--- src/rtl/data_mem_arbiter_if.sv ---
// Requester-side bus of the data memory arbiter: request fields in, accept strobe
// and registered completion (rvalid/rdata/err) back out.
interface data_mem_arbiter_if #(
    parameter int DATA_W = 32,
    parameter int ADDR_W = 32
);
    logic              req;
    logic              we;
    logic [ADDR_W-1:0] addr;
    logic [DATA_W-1:0] wdata;
    logic              ack;
    logic              rvalid;
    logic [DATA_W-1:0] rdata;
    logic              err;

    modport master (
        output req, we, addr, wdata,
        input  ack, rvalid, rdata, err
    );

    modport slave (
        input  req, we, addr, wdata,
        output ack, rvalid, rdata, err
    );
endinterface

--- src/rtl/data_mem_arbiter.sv ---
// Round-robin arbiter sharing one single-port data memory between a CPU port (r0)
// and a loader/DMA port (r1); bounded bursts, bad-address rejection, 1-cycle completion.
module data_mem_arbiter #(
    parameter int DATA_W    = 32,
    parameter int ADDR_W    = 32,
    parameter int MEM_WORDS = 2048,
    parameter int MAX_BURST = 4
) (
    input  logic              clk,
    input  logic              reset,
    data_mem_arbiter_if.slave r0,
    data_mem_arbiter_if.slave r1,
    output logic [ADDR_W-1:0] mem_a,
    output logic              mem_we,
    output logic [DATA_W-1:0] mem_wd,
    input  logic [DATA_W-1:0] mem_rd
);
    localparam int CNT_W = $clog2(MAX_BURST + 1);
    localparam logic [CNT_W-1:0] BURST_MAX = CNT_W'(MAX_BURST);
    localparam logic [ADDR_W:0] ADDR_LIMIT = (ADDR_W + 1)'(64'd4 * 64'(MEM_WORDS));

    localparam logic [1:0] IDLE = 2'd0;
    localparam logic [1:0] OWN0 = 2'd1;
    localparam logic [1:0] OWN1 = 2'd2;

    logic [1:0]        state_q, state_d;
    logic              last_q, last_d;
    logic [CNT_W-1:0]  count_q, count_d;

    logic [1:0]        req_w;
    logic [1:0]        we_w;
    logic [ADDR_W-1:0] addr_w  [2];
    logic [DATA_W-1:0] wdata_w [2];
    logic [1:0]        ack_w;

    logic              gnt_valid;
    logic              gnt_sel;
    logic [ADDR_W-1:0] sel_addr;
    logic              addr_ok;

    logic [1:0]        rvalid_q;
    logic [1:0]        err_q;
    logic [DATA_W-1:0] rdata_q [2];

    assign req_w      = {r1.req, r0.req};
    assign we_w       = {r1.we, r0.we};
    assign addr_w[0]  = r0.addr;
    assign addr_w[1]  = r1.addr;
    assign wdata_w[0] = r0.wdata;
    assign wdata_w[1] = r1.wdata;

    // Contention: the owner keeps the port until its burst count saturates;
    // from IDLE the port that did not win last time goes first.
    always_comb begin
        gnt_valid = 1'b0;
        gnt_sel   = 1'b0;
        if (!reset) begin
            if (req_w == 2'b01) begin
                gnt_valid = 1'b1;
                gnt_sel   = 1'b0;
            end else if (req_w == 2'b10) begin
                gnt_valid = 1'b1;
                gnt_sel   = 1'b1;
            end else if (req_w == 2'b11) begin
                gnt_valid = 1'b1;
                case (state_q)
                    OWN0:    gnt_sel = (count_q < BURST_MAX) ? 1'b0 : 1'b1;
                    OWN1:    gnt_sel = (count_q < BURST_MAX) ? 1'b1 : 1'b0;
                    default: gnt_sel = ~last_q;
                endcase
            end
        end
    end

    assign sel_addr = addr_w[gnt_sel];
    assign addr_ok  = (sel_addr[1:0] == 2'b00) && ({1'b0, sel_addr} < ADDR_LIMIT);
    assign mem_a    = gnt_valid ? sel_addr : '0;
    assign mem_wd   = gnt_valid ? wdata_w[gnt_sel] : '0;
    assign mem_we   = gnt_valid & we_w[gnt_sel] & addr_ok;

    always_comb begin
        state_d = IDLE;
        last_d  = last_q;
        count_d = '0;
        if (gnt_valid) begin
            state_d = gnt_sel ? OWN1 : OWN0;
            last_d  = gnt_sel;
            if (state_q == state_d)
                count_d = (count_q == BURST_MAX) ? count_q : count_q + CNT_W'(1);
            else
                count_d = CNT_W'(1);
        end
    end

    always_ff @(posedge clk) begin
        if (reset) begin
            state_q <= IDLE;
            last_q  <= 1'b1;
            count_q <= '0;
        end else begin
            state_q <= state_d;
            last_q  <= last_d;
            count_q <= count_d;
        end
    end

    generate
        for (genvar gi = 0; gi < 2; gi++) begin : g_port
            assign ack_w[gi] = gnt_valid && (gnt_sel == 1'(gi));

            // Completion register: read data only for good-address reads, zero otherwise.
            always_ff @(posedge clk) begin
                if (reset) begin
                    rvalid_q[gi] <= 1'b0;
                    err_q[gi]    <= 1'b0;
                    rdata_q[gi]  <= '0;
                end else begin
                    rvalid_q[gi] <= ack_w[gi];
                    err_q[gi]    <= ack_w[gi] & ~addr_ok;
                    rdata_q[gi]  <= (ack_w[gi] && !we_w[gi] && addr_ok) ? mem_rd : '0;
                end
            end
        end
    endgenerate

    assign r0.ack    = ack_w[0];
    assign r0.rvalid = rvalid_q[0];
    assign r0.rdata  = rdata_q[0];
    assign r0.err    = err_q[0];
    assign r1.ack    = ack_w[1];
    assign r1.rvalid = rvalid_q[1];
    assign r1.rdata  = rdata_q[1];
    assign r1.err    = err_q[1];
endmodule
--- src/flat_wrapper.sv ---
// flat-port wrapper written by rule: the top's interface ports become plain ports
module data_mem_arbiter_flat 
#(
    parameter int DATA_W    = 32,
    parameter int ADDR_W    = 32,
    parameter int MEM_WORDS = 2048,
    parameter int MAX_BURST = 4
)
  (clk, reset, mem_a, mem_we, mem_wd, mem_rd, r0_req, r0_we, r0_addr, r0_wdata, r0_ack, r0_rvalid, r0_rdata, r0_err, r1_req, r1_we, r1_addr, r1_wdata, r1_ack, r1_rvalid, r1_rdata, r1_err);
  data_mem_arbiter_if #(.DATA_W(DATA_W), .ADDR_W(ADDR_W)) r0_i ();
  data_mem_arbiter_if #(.DATA_W(DATA_W), .ADDR_W(ADDR_W)) r1_i ();
  input  logic clk;
  input  logic reset;
  output logic [ADDR_W-1:0] mem_a;
  output logic mem_we;
  output logic [DATA_W-1:0] mem_wd;
  input  logic [DATA_W-1:0] mem_rd;
  input wire logic [$bits(r0_i.req)-1:0] r0_req;
  input wire logic [$bits(r0_i.we)-1:0] r0_we;
  input wire logic [$bits(r0_i.addr)-1:0] r0_addr;
  input wire logic [$bits(r0_i.wdata)-1:0] r0_wdata;
  output wire logic [$bits(r0_i.ack)-1:0] r0_ack;
  output wire logic [$bits(r0_i.rvalid)-1:0] r0_rvalid;
  output wire logic [$bits(r0_i.rdata)-1:0] r0_rdata;
  output wire logic [$bits(r0_i.err)-1:0] r0_err;
  input wire logic [$bits(r1_i.req)-1:0] r1_req;
  input wire logic [$bits(r1_i.we)-1:0] r1_we;
  input wire logic [$bits(r1_i.addr)-1:0] r1_addr;
  input wire logic [$bits(r1_i.wdata)-1:0] r1_wdata;
  output wire logic [$bits(r1_i.ack)-1:0] r1_ack;
  output wire logic [$bits(r1_i.rvalid)-1:0] r1_rvalid;
  output wire logic [$bits(r1_i.rdata)-1:0] r1_rdata;
  output wire logic [$bits(r1_i.err)-1:0] r1_err;
  assign r0_i.req = r0_req;
  assign r0_i.we = r0_we;
  assign r0_i.addr = r0_addr;
  assign r0_i.wdata = r0_wdata;
  assign r0_ack = r0_i.ack;
  assign r0_rvalid = r0_i.rvalid;
  assign r0_rdata = r0_i.rdata;
  assign r0_err = r0_i.err;
  assign r1_i.req = r1_req;
  assign r1_i.we = r1_we;
  assign r1_i.addr = r1_addr;
  assign r1_i.wdata = r1_wdata;
  assign r1_ack = r1_i.ack;
  assign r1_rvalid = r1_i.rvalid;
  assign r1_rdata = r1_i.rdata;
  assign r1_err = r1_i.err;
  data_mem_arbiter #(.DATA_W(DATA_W), .ADDR_W(ADDR_W), .MEM_WORDS(MEM_WORDS), .MAX_BURST(MAX_BURST)) u_core (.clk(clk), .reset(reset), .r0(r0_i), .r1(r1_i), .mem_a(mem_a), .mem_we(mem_we), .mem_wd(mem_wd), .mem_rd(mem_rd));
endmodule
--- config.mk ---
export PLATFORM = sky130hd
export DESIGN_NAME = data_mem_arbiter_flat
export DESIGN_NICKNAME = d
export VERILOG_FILES = /design/src/rtl/data_mem_arbiter_if.sv /design/src/rtl/data_mem_arbiter.sv /design/src/flat_wrapper.sv
export SDC_FILE = /design/constraint.sdc
export NUM_CORES = 1
export LEC_CHECK = 0
export ABC_AREA = 1
export CAP_MARGIN = 20
export CELL_PAD_IN_SITES_DETAIL_PLACEMENT = 1
export CELL_PAD_IN_SITES_GLOBAL_PLACEMENT = 2
export CORE_MARGIN = 5
export CORE_UTILIZATION = 14
export DETAILED_ROUTE_END_ITERATION = 10
export GPL_TIMING_DRIVEN = 1
export PLACE_DENSITY_LB_ADDON = 0.1
export SLEW_MARGIN = 5
export SYNTH_ARGS = -nofsm -noshare
export SYNTH_HDL_FRONTEND = slang
export SYNTH_SLANG_ARGS = --single-unit
--- constraint.sdc ---
create_clock -name clk -period 2.8 [get_ports clk]
set_clock_uncertainty 0.1 [all_clocks]
set_input_delay 0.28 -clock clk [delete_from_list [all_inputs] [get_ports clk]]
set_output_delay 0.28 -clock clk [all_outputs]
set_load 0.02 [all_outputs]
==> results by group, run 1 <==
Die
  • Cell row count: 55
  • Starting density of the core: 14.3%
  • Die width: 162 um
  • Vertical die dimension: 162 um
  • IO Count: 301
  • Floorplan die area: 26400 um2
  • Core box area: 22800 um2

Logic synthesis
  • Share of Yosys cell area claimed by the top area cell type: 45.6%
  • Synthesized area divided by synthesized cell count: 7.95 um2
  • Net Count, Synth: 579
  • Sequential element share of the synthesized area: 45.6%
  • Yosys Warn Count: 0
  • Leading cell types by total area after synthesis: sky130_fd_sc_hd__dfxtp_1, sky130_fd_sc_hd__a22o_1, sky130_fd_sc_hd__nor2_1
  • Number of instances in the synthesized netlist: 409
  • Synth area leader: sky130_fd_sc_hd__dfxtp_1
  • Post-Syn Area: 3250 um2
  • FF+latch count, synth: 74
  • Count of unique library cells instantiated by Yosys: 31

Place
  • Post-Place Setup Slack: -0.336 ns
  • Final HPWL DP: 13900 um
  • Gpl congestion: 0.804
  • Number of buffers added on ports: 300
  • Placed cell count: 1031

Finish
  • Layout overhead on the synthesized area: 122%
  • Fraction of final layout cells sized beyond drive strength 1: 20.7%
  • Antenna cells: 0
  • Final-stage net count: 915
  • Final core area utilization: 31.7%
  • FILL cells: 2682
  • Highest-count cells in the layout ignoring fill and taps: sky130_fd_sc_hd__clkdlybuf4s50_1, sky130_fd_sc_hd__nor2_1, sky130_fd_sc_hd__dfxtp_1
  • Non-filler cells in the finished layout: 1063
  • Most frequent standard cell in the layout excluding fill and tap cells: sky130_fd_sc_hd__clkdlybuf4s50_1

Drt
  • Detail-routed net length per standard cell: 16.2 um
  • Number of vias per cell after detailed routing: 3.76
  • Total via count after detailed routing: 4002
  • Post-route DRC: 0
  • Detailed Route Iter0 Violations: 78
  • Detailed Route WL: 17200 um
  • Antenna-violating nets left: 0
  • Pre-antenna DRT Iters: 4

Worst hold path
  • Endpoint of the worst hold-timing path: u_core.rdata_q[0][18]$_SDFF_PP0_
  • Class of the most critical hold timing path: in -> reg
  • Hold path start: mem_rd[18]
  • Hold Path Depth: 3

Global route
  • Overall Global Routing Usage: 12.5%
  • Antenna violations before repair: 2
  • GR met2 Demand/Resource: 22.6%
  • Residual overflow from global routing: 0
  • Vias in the first global route: 4491
  • Pin count of the biggest net entering global routing: 33
  • Layer with the highest usage: met2
  • Met3 Resource Use GR: 6.05%
  • Global routing usage on met1: 12.8%
  • Global-route wire length before repair: 25500 um

Critical path
  • Critical path capture point type: output port
  • Cell breakdown of the critical path: inv_2 > ha_4 > inv_1 > nand3_2 > nand2_4 > nand3_4 > buf_12 > buf_6 > nand2_4 > nand2_2 > nor2_4 > nand3_2 > nor2_4 > and3_4 > buf_6
  • Critical-path maximum fanout: 5
  • Critical path arrival: 2.38 ns
  • CP Buf/Inv Count: 5
  • R2r startpoint: u_core.state_q[0]$_SDFF_PP0_
  • Worst stage delay on the critical path: 0.33 ns
  • Slowest library cell on the worst path: sky130_fd_sc_hd__dfxtp_2
  • Reg2reg setup slack: 0.25 ns
  • Req. time, crit path: 2.42 ns
  • Kind of critical path: reg -> out
  • Worst r2r path cells: 18
  • Endpoint of the worst register-to-register path: u_core.rdata_q[0][9]$_SDFF_PP0_
  • Worst path top cell family by delay: simple AND/OR/NAND/NOR gates
  • CP Launch Type: flop

Timing
  • Final worst-path setup slack: 0.0361 ns
  • Top achievable clock speed: 0.362 GHz
  • Total count of hold-check failures in the final report: 0
  • Tcrit/Tclk final: 98.7%
  • Rel. slew slack: 69.5%
  • Number of setup violations in the final report: 0
  • Number of pins exceeding their max-slew limit in the final report: 0
  • Slew of the pin with the lowest slew margin: 0.454 ns
  • Setup repair after global routing missed its margin: yes
  • Final-layout setup total negative slack: 0 ns
  • Time the final worst path needs with I/O delays and setup: 2.76 ns

Clock network
  • Clock latency on the worst-skew pair: 0.32 ns
  • Hold buffers post-CTS: 0
  • Cell at the root of the clock tree: sky130_fd_sc_hd__clkbuf_16
  • Total number of H-tree levels: 3
  • Number of clock sinks seen by CTS: 74
  • Max clock buf depth: 2
  • TritonCTS buffer count: 9
  • Clock tree from TritonCTS: done
  • Clock-pin slew reported for the worst setup and hold paths after clock tree synthesis: 0.06 ns

Pwr
  • Overall power of the completed layout: 3.00 mW
  • Peak supply drop: 0.000207 V
  • Leakage: 3.34 nW
  • Power density normalized to cell area: 415 nW/um2

Job
  • Max cap viols: 0

Status
  • Run status: finished clean
## report_power, final
group	total, mW	switching [mW]	leakage (nW)	internal (mW)
sequential	1.07	0.00475	0.598	1.06
clock	1.14	0.452	0.143	0.692
combinational	0.786	0.353	2.60	0.433
## layer usage
metal | routed length (um) | share of wire [%] | vias up
met4 | 280 | 1.6 | 4
met5 | 21 | 0.12 | -
met2 | 8910 | 52 | 190
met1 | 5990 | 35 | 1818
met3 | 1990 | 12 | 20
li1 | - | - | 1970
## stage by stage
step | hold WS [ns] | area [um2]
floorplan | 0.315 | 3250
global placement | 0.377 | 6800
detailed placement | 0.399 | 6800
CTS | 0.373 | 7180
global route | 0.386 | 7230
finish | 0.395 | 7230
## kinds of logic (layout without fill, tap and decap cells)
group	Yosys count	count (layout)	synth area share [%]
simple gates	163	163	22.9
buf+inv	99	440	13.8
flops	74	74	45.6
compound gates	67	67	15.6
fa+ha+maj	4	4	1.54
xor+xnor	2	2	0.539
## sequential cells by signal (all words and copies together) (netlist names)
register,count
u_core.count_q,3
u_core.last_q,1
u_core.r0.err,1
u_core.r0.rvalid,1
u_core.r1.err,1
u_core.r1.rvalid,1
u_core.rdata_q,64
u_core.state_q,2
## cell usage after synthesis
master	n
sky130_fd_sc_hd__nand3_2	3
sky130_fd_sc_hd__dfxtp_1	74
sky130_fd_sc_hd__clkbuf_1	7
sky130_fd_sc_hd__nand4_1	14
sky130_fd_sc_hd__xor2_1	1
sky130_fd_sc_hd__nor3_1	1
sky130_fd_sc_hd__nor2_1	84
sky130_fd_sc_hd__a22o_1	44
sky130_fd_sc_hd__ha_1	4
sky130_fd_sc_hd__and3_1	1
sky130_fd_sc_hd__clkinv_1	1
sky130_fd_sc_hd__inv_2	1
sky130_fd_sc_hd__nand3_4	2
sky130_fd_sc_hd__o21ai_0	7
sky130_fd_sc_hd__o211ai_1	1
sky130_fd_sc_hd__nand2_4	1
sky130_fd_sc_hd__clkbuf_2	1
sky130_fd_sc_hd__inv_1	72
sky130_fd_sc_hd__nand2_1	43
sky130_fd_sc_hd__a21boi_0	1
sky130_fd_sc_hd__nor2_2	6
sky130_fd_sc_hd__nand3_1	3
sky130_fd_sc_hd__a21boi_1	1
sky130_fd_sc_hd__buf_2	6
sky130_fd_sc_hd__o21ai_1	4
sky130_fd_sc_hd__buf_1	2
sky130_fd_sc_hd__buf_6	9
sky130_fd_sc_hd__xnor2_1	1
sky130_fd_sc_hd__a21oi_1	9
sky130_fd_sc_hd__nor2_4	2
sky130_fd_sc_hd__nand2_2	3
## worst register-to-register path, cell delays in order (launching register included)
cell and delay, ns:
sky130_fd_sc_hd__dfxtp_2 0.33, sky130_fd_sc_hd__inv_2 0.04, sky130_fd_sc_hd__ha_4 0.23, sky130_fd_sc_hd__inv_1 0.06, sky130_fd_sc_hd__nand3_2 0.11, sky130_fd_sc_hd__nand2_4 0.09
sky130_fd_sc_hd__nand3_4 0.14, sky130_fd_sc_hd__buf_12 0.19, sky130_fd_sc_hd__buf_6 0.12, sky130_fd_sc_hd__nand2_4 0.06, sky130_fd_sc_hd__nand2_2 0.06, sky130_fd_sc_hd__nor2_4 0.12
sky130_fd_sc_hd__nand3_2 0.10, sky130_fd_sc_hd__nor2_4 0.10, sky130_fd_sc_hd__buf_4 0.11, sky130_fd_sc_hd__buf_4 0.13, sky130_fd_sc_hd__nand3_4 0.07, sky130_fd_sc_hd__buf_12 0.18
sky130_fd_sc_hd__nor2_1 0.13
## how the worst max path moves through the flow
stage | cells after the start | start | end
final | 15 | u_core.state_q[0]$_SDFF_PP0_ | mem_we
after global routing | 16 | u_core.state_q[0]$_SDFF_PP0_ | mem_we
after CTS | 16 | u_core.state_q[0]$_SDFF_PP0_ | mem_we
after detailed placement | 15 | u_core.state_q[0]$_SDFF_PP0_ | mem_we
after global placement | 15 | u_core.state_q[0]$_SDFF_PP0_ | mem_we
after floorplan | 10 | u_core.state_q[0]$_SDFF_PP0_ | mem_a[10]
## layout make-up
cell class              instances  area, um2  area share, %
repair buffers                350       3350           46.4
clock buffers                  10        229           3.17
clock inverters                 6       65.1          0.900
well taps                     313        392           5.42
flip-flops and latches         74       1480           20.5
inverters                      74        280           3.88
multi-input cells             236       1420           19.7
## what timing repair did
action,CTS,global route
setup endpoints to repair,67,51
resized for setup,179,92
setup buffers,6,6
gates cloned,2,3
pin swaps,3,14
No activity file was read; power rests on OpenSTA's default activity.
==> inputs of run 2 (changes only) <==
--- a/config.mk
+++ b/config.mk
@@ -8,9 +8,10 @@
 export ABC_AREA = 1
 export CAP_MARGIN = 20
 export CELL_PAD_IN_SITES_DETAIL_PLACEMENT = 1
-export CELL_PAD_IN_SITES_GLOBAL_PLACEMENT = 2
+export CELL_PAD_IN_SITES_GLOBAL_PLACEMENT = 1
 export CORE_MARGIN = 5
-export CORE_UTILIZATION = 14
+export CORE_UTILIZATION = 20
+export CTS_BUF_LIST = sky130_fd_sc_hd__clkbuf_4
 export DETAILED_ROUTE_END_ITERATION = 10
 export GPL_TIMING_DRIVEN = 1
 export PLACE_DENSITY_LB_ADDON = 0.1
==> run 2 against run 1 <==
- sequential power is essentially flat
- via count is 0.60% higher
- final area fell by 3.2%
- setup slack better by 0.014 ns
- core utilization rose by 12 points
- combinational power increased by 1%
- largest cell class unchanged
- largest power group is now registers
==> results by group, run 2 (same netlist as run 1, synthesis figures left out) <==
Finish
  • Most frequent standard cell in the layout excluding fill and tap cells: sky130_fd_sc_hd__clkdlybuf4s50_1
  • Final-stage net count: 918
  • Fraction of final layout cells sized beyond drive strength 1: 19.7%
  • Non-filler cells in the finished layout: 969
  • Highest-count cells in the layout ignoring fill and taps: sky130_fd_sc_hd__clkdlybuf4s50_1, sky130_fd_sc_hd__nor2_1, sky130_fd_sc_hd__dfxtp_1
  • Final instance area: 6990 um2
  • Layout overhead on the synthesized area: 115%
  • Antenna cells: 0
  • Number of flip-flops under the largest register name: 64
  • Leading registers by flop count: u_core.rdata_q x64, u_core.count_q x3, u_core.state_q x2
  • Register containing the most flip-flops in the final layout: u_core.rdata_q

Critical path
  • Worst r2r path cells: 16
  • CP Launch Type: flop
  • Worst stage delay on the critical path: 0.36 ns
  • Slowest library cell on the worst path: sky130_fd_sc_hd__dfxtp_2
  • Critical path capture point type: output port
  • Reg2reg setup slack: 0.41 ns
  • Kind of critical path: reg -> out
  • Worst path top cell family by delay: simple AND/OR/NAND/NOR gates
  • Endpoint of the worst register-to-register path: u_core.rdata_q[0][29]$_SDFF_PP0_
  • Critical-path maximum fanout: 4
  • Critical path arrival: 2.37 ns
  • Req. time, crit path: 2.42 ns
  • Cell breakdown of the critical path: ha_4 > inv_2 > nand3_2 > nand2_4 > nand3_4 > clkinv_4 > buf_4 > buf_12 > nand2_1 > o21ai_1 > nand3_1 > nor2_4 > and3_1 > buf_6
  • CP Buf/Inv Count: 5
  • R2r startpoint: u_core.state_q[1]$_SDFF_PP0_

Timing
  • Total count of hold-check failures in the final report: 0
  • Time the final worst path needs with I/O delays and setup: 2.75 ns
  • Slew of the pin with the lowest slew margin: 0.361 ns
  • Final-layout worst hold slack: 0.298 ns
  • Setup repair after global routing missed its margin: yes
  • Top achievable clock speed: 0.364 GHz
  • Number of setup violations in the final report: 0
  • Tcrit/Tclk final: 98.2%
  • Rel. slew slack: 75.7%
  • Number of pins exceeding their max-slew limit in the final report: 0

Die
  • Starting density of the core: 20.4%
  • Floorplan die area: 18900 um2
  • IO Count: 301
  • Core box area: 15900 um2
  • Cell row count: 46
  • Die width: 137 um
  • Vertical die dimension: 137 um

Drt
  • Total via count after detailed routing: 4026
  • Detailed route wirelength on metal3: 1690 um
  • Met1 Wirelength: 5610 um
  • Detailed Route WL: 16200 um
  • Post-route DRC: 0
  • Detailed Route Iter0 Violations: 94
  • Number of vias per cell after detailed routing: 4.15
  • Antenna-violating nets left: 0
  • Highest routed metal layer: met4
  • Detail-routed net length per standard cell: 16.7 um
  • Pre-antenna DRT Iters: 4
  • Detail Route met2 WL: 8700 um

Clock network
  • Total number of H-tree levels: 3
  • Clock latency on the worst-skew pair: 0.41 ns
  • Max clock buf depth: 2
  • Clock tree from TritonCTS: done
  • Hold buffers post-CTS: 0
  • Cell at the root of the clock tree: sky130_fd_sc_hd__clkbuf_4
  • Number of clock sinks seen by CTS: 74
  • Clock-pin slew reported for the worst setup and hold paths after clock tree synthesis: 0.12 ns
  • TritonCTS buffer count: 9

Worst hold path
  • Class of the most critical hold timing path: in -> reg
  • Endpoint of the worst hold-timing path: u_core.rdata_q[0][15]$_SDFF_PP0_
  • Hold path start: mem_rd[15]
  • Hold Path Depth: 3

Place
  • Final HPWL DP: 13500 um
  • Total cell area at the placement stage: 6730 um2
  • Placed cell count: 939
  • Number of buffers added on ports: 300
  • Gpl congestion: 0.776

Global route
  • Global-route wire length before repair: 23600 um
  • Overall Global Routing Usage: 16.2%
  • Residual overflow from global routing: 0
  • Vias in the first global route: 4452
  • Antenna violations before repair: 0
  • Pin count of the biggest net entering global routing: 26

Pwr
  • Peak supply drop: 0.000114 V
  • Leakage: 3.25 nW
  • Overall power of the completed layout: 2.41 mW
  • Power density normalized to cell area: 345 nW/um2

Job
  • Max cap viols: 0

Status
  • Run status: finished clean
==> run 2: per-stage QoR <==
step                      setup TNS (ns)  setup slack [ns]  utilization, %
after floorplan                        0             0.263               -
after global placement             -9.90            -0.300            42.2
after detailed placement          -14.69            -0.369            42.2
after CTS                         -0.127            -0.127            42.6
after global routing              -0.309            -0.150            43.9
final                                  0            0.0500            43.9
==> run 2: where the power goes <==
group,switching (mW),total (mW),internal (mW),leakage (nW)
Combinational,0.346,0.794,0.448,2.59
Sequential,0.00491,1.07,1.06,0.598
Clock,0.367,0.553,0.186,0.0593
Total,0.718,2.41,1.70,3.25
==> run 2: cell type report <==
type / instances / area (um2)
Clock buffer: 10 / 75.1
Clock inverter: 6 / 32.5
Fill cell: 1900 / 8950
Inverter: 74 / 283
Multi-Input combinational cell: 236 / 1380
Sequential cell: 74 / 1480
Tap cell: 216 / 270
Timing Repair Buffer: 353 / 3460
==> run 2: routing by layer <==
metal	global-route usage [%]	up-vias
met5	0	-
met4	4.05	0
met3	6.43	13
met2	30.9	177
met1	16.2	1867
li1	-	1969
==> run 2: how the worst max path moves through the flow <==
| stage | depth (start not counted) | startpoint | to | slack [ns] |
|---|---|---|---|---|
| after floorplan | 10 | u_core.state_q[0]$_SDFF_PP0_ | mem_a[10] | 0.26 |
| after global placement | 12 | r0_req | mem_we | -0.30 |
| after detailed placement | 10 | r0_req | mem_we | -0.37 |
| after CTS | 16 | u_core.state_q[0]$_SDFF_PP0_ | mem_we | -0.13 |
| after global routing | 14 | u_core.state_q[0]$_SDFF_PP0_ | mem_we | -0.15 |
| final | 14 | u_core.state_q[1]$_SDFF_PP0_ | mem_we | 0.05 |
==> run 2: timing repair <==
action | in CTS | in global routing
pin swaps | 6 | 8
gates cloned | 2 | 4
buffers inserted | 7 | 2
resized for setup | 231 | 52
setup endpoints to repair | 67 | 58
endpoints found under the hold margin | 0 | 0
==> run 2: tightest hold or removal path, delay by kind of cell <==
kind | cells | cell delay (ns)
buffers and inverters | 2 | 0.46
AND/OR/NAND/NOR | 1 | 0.04
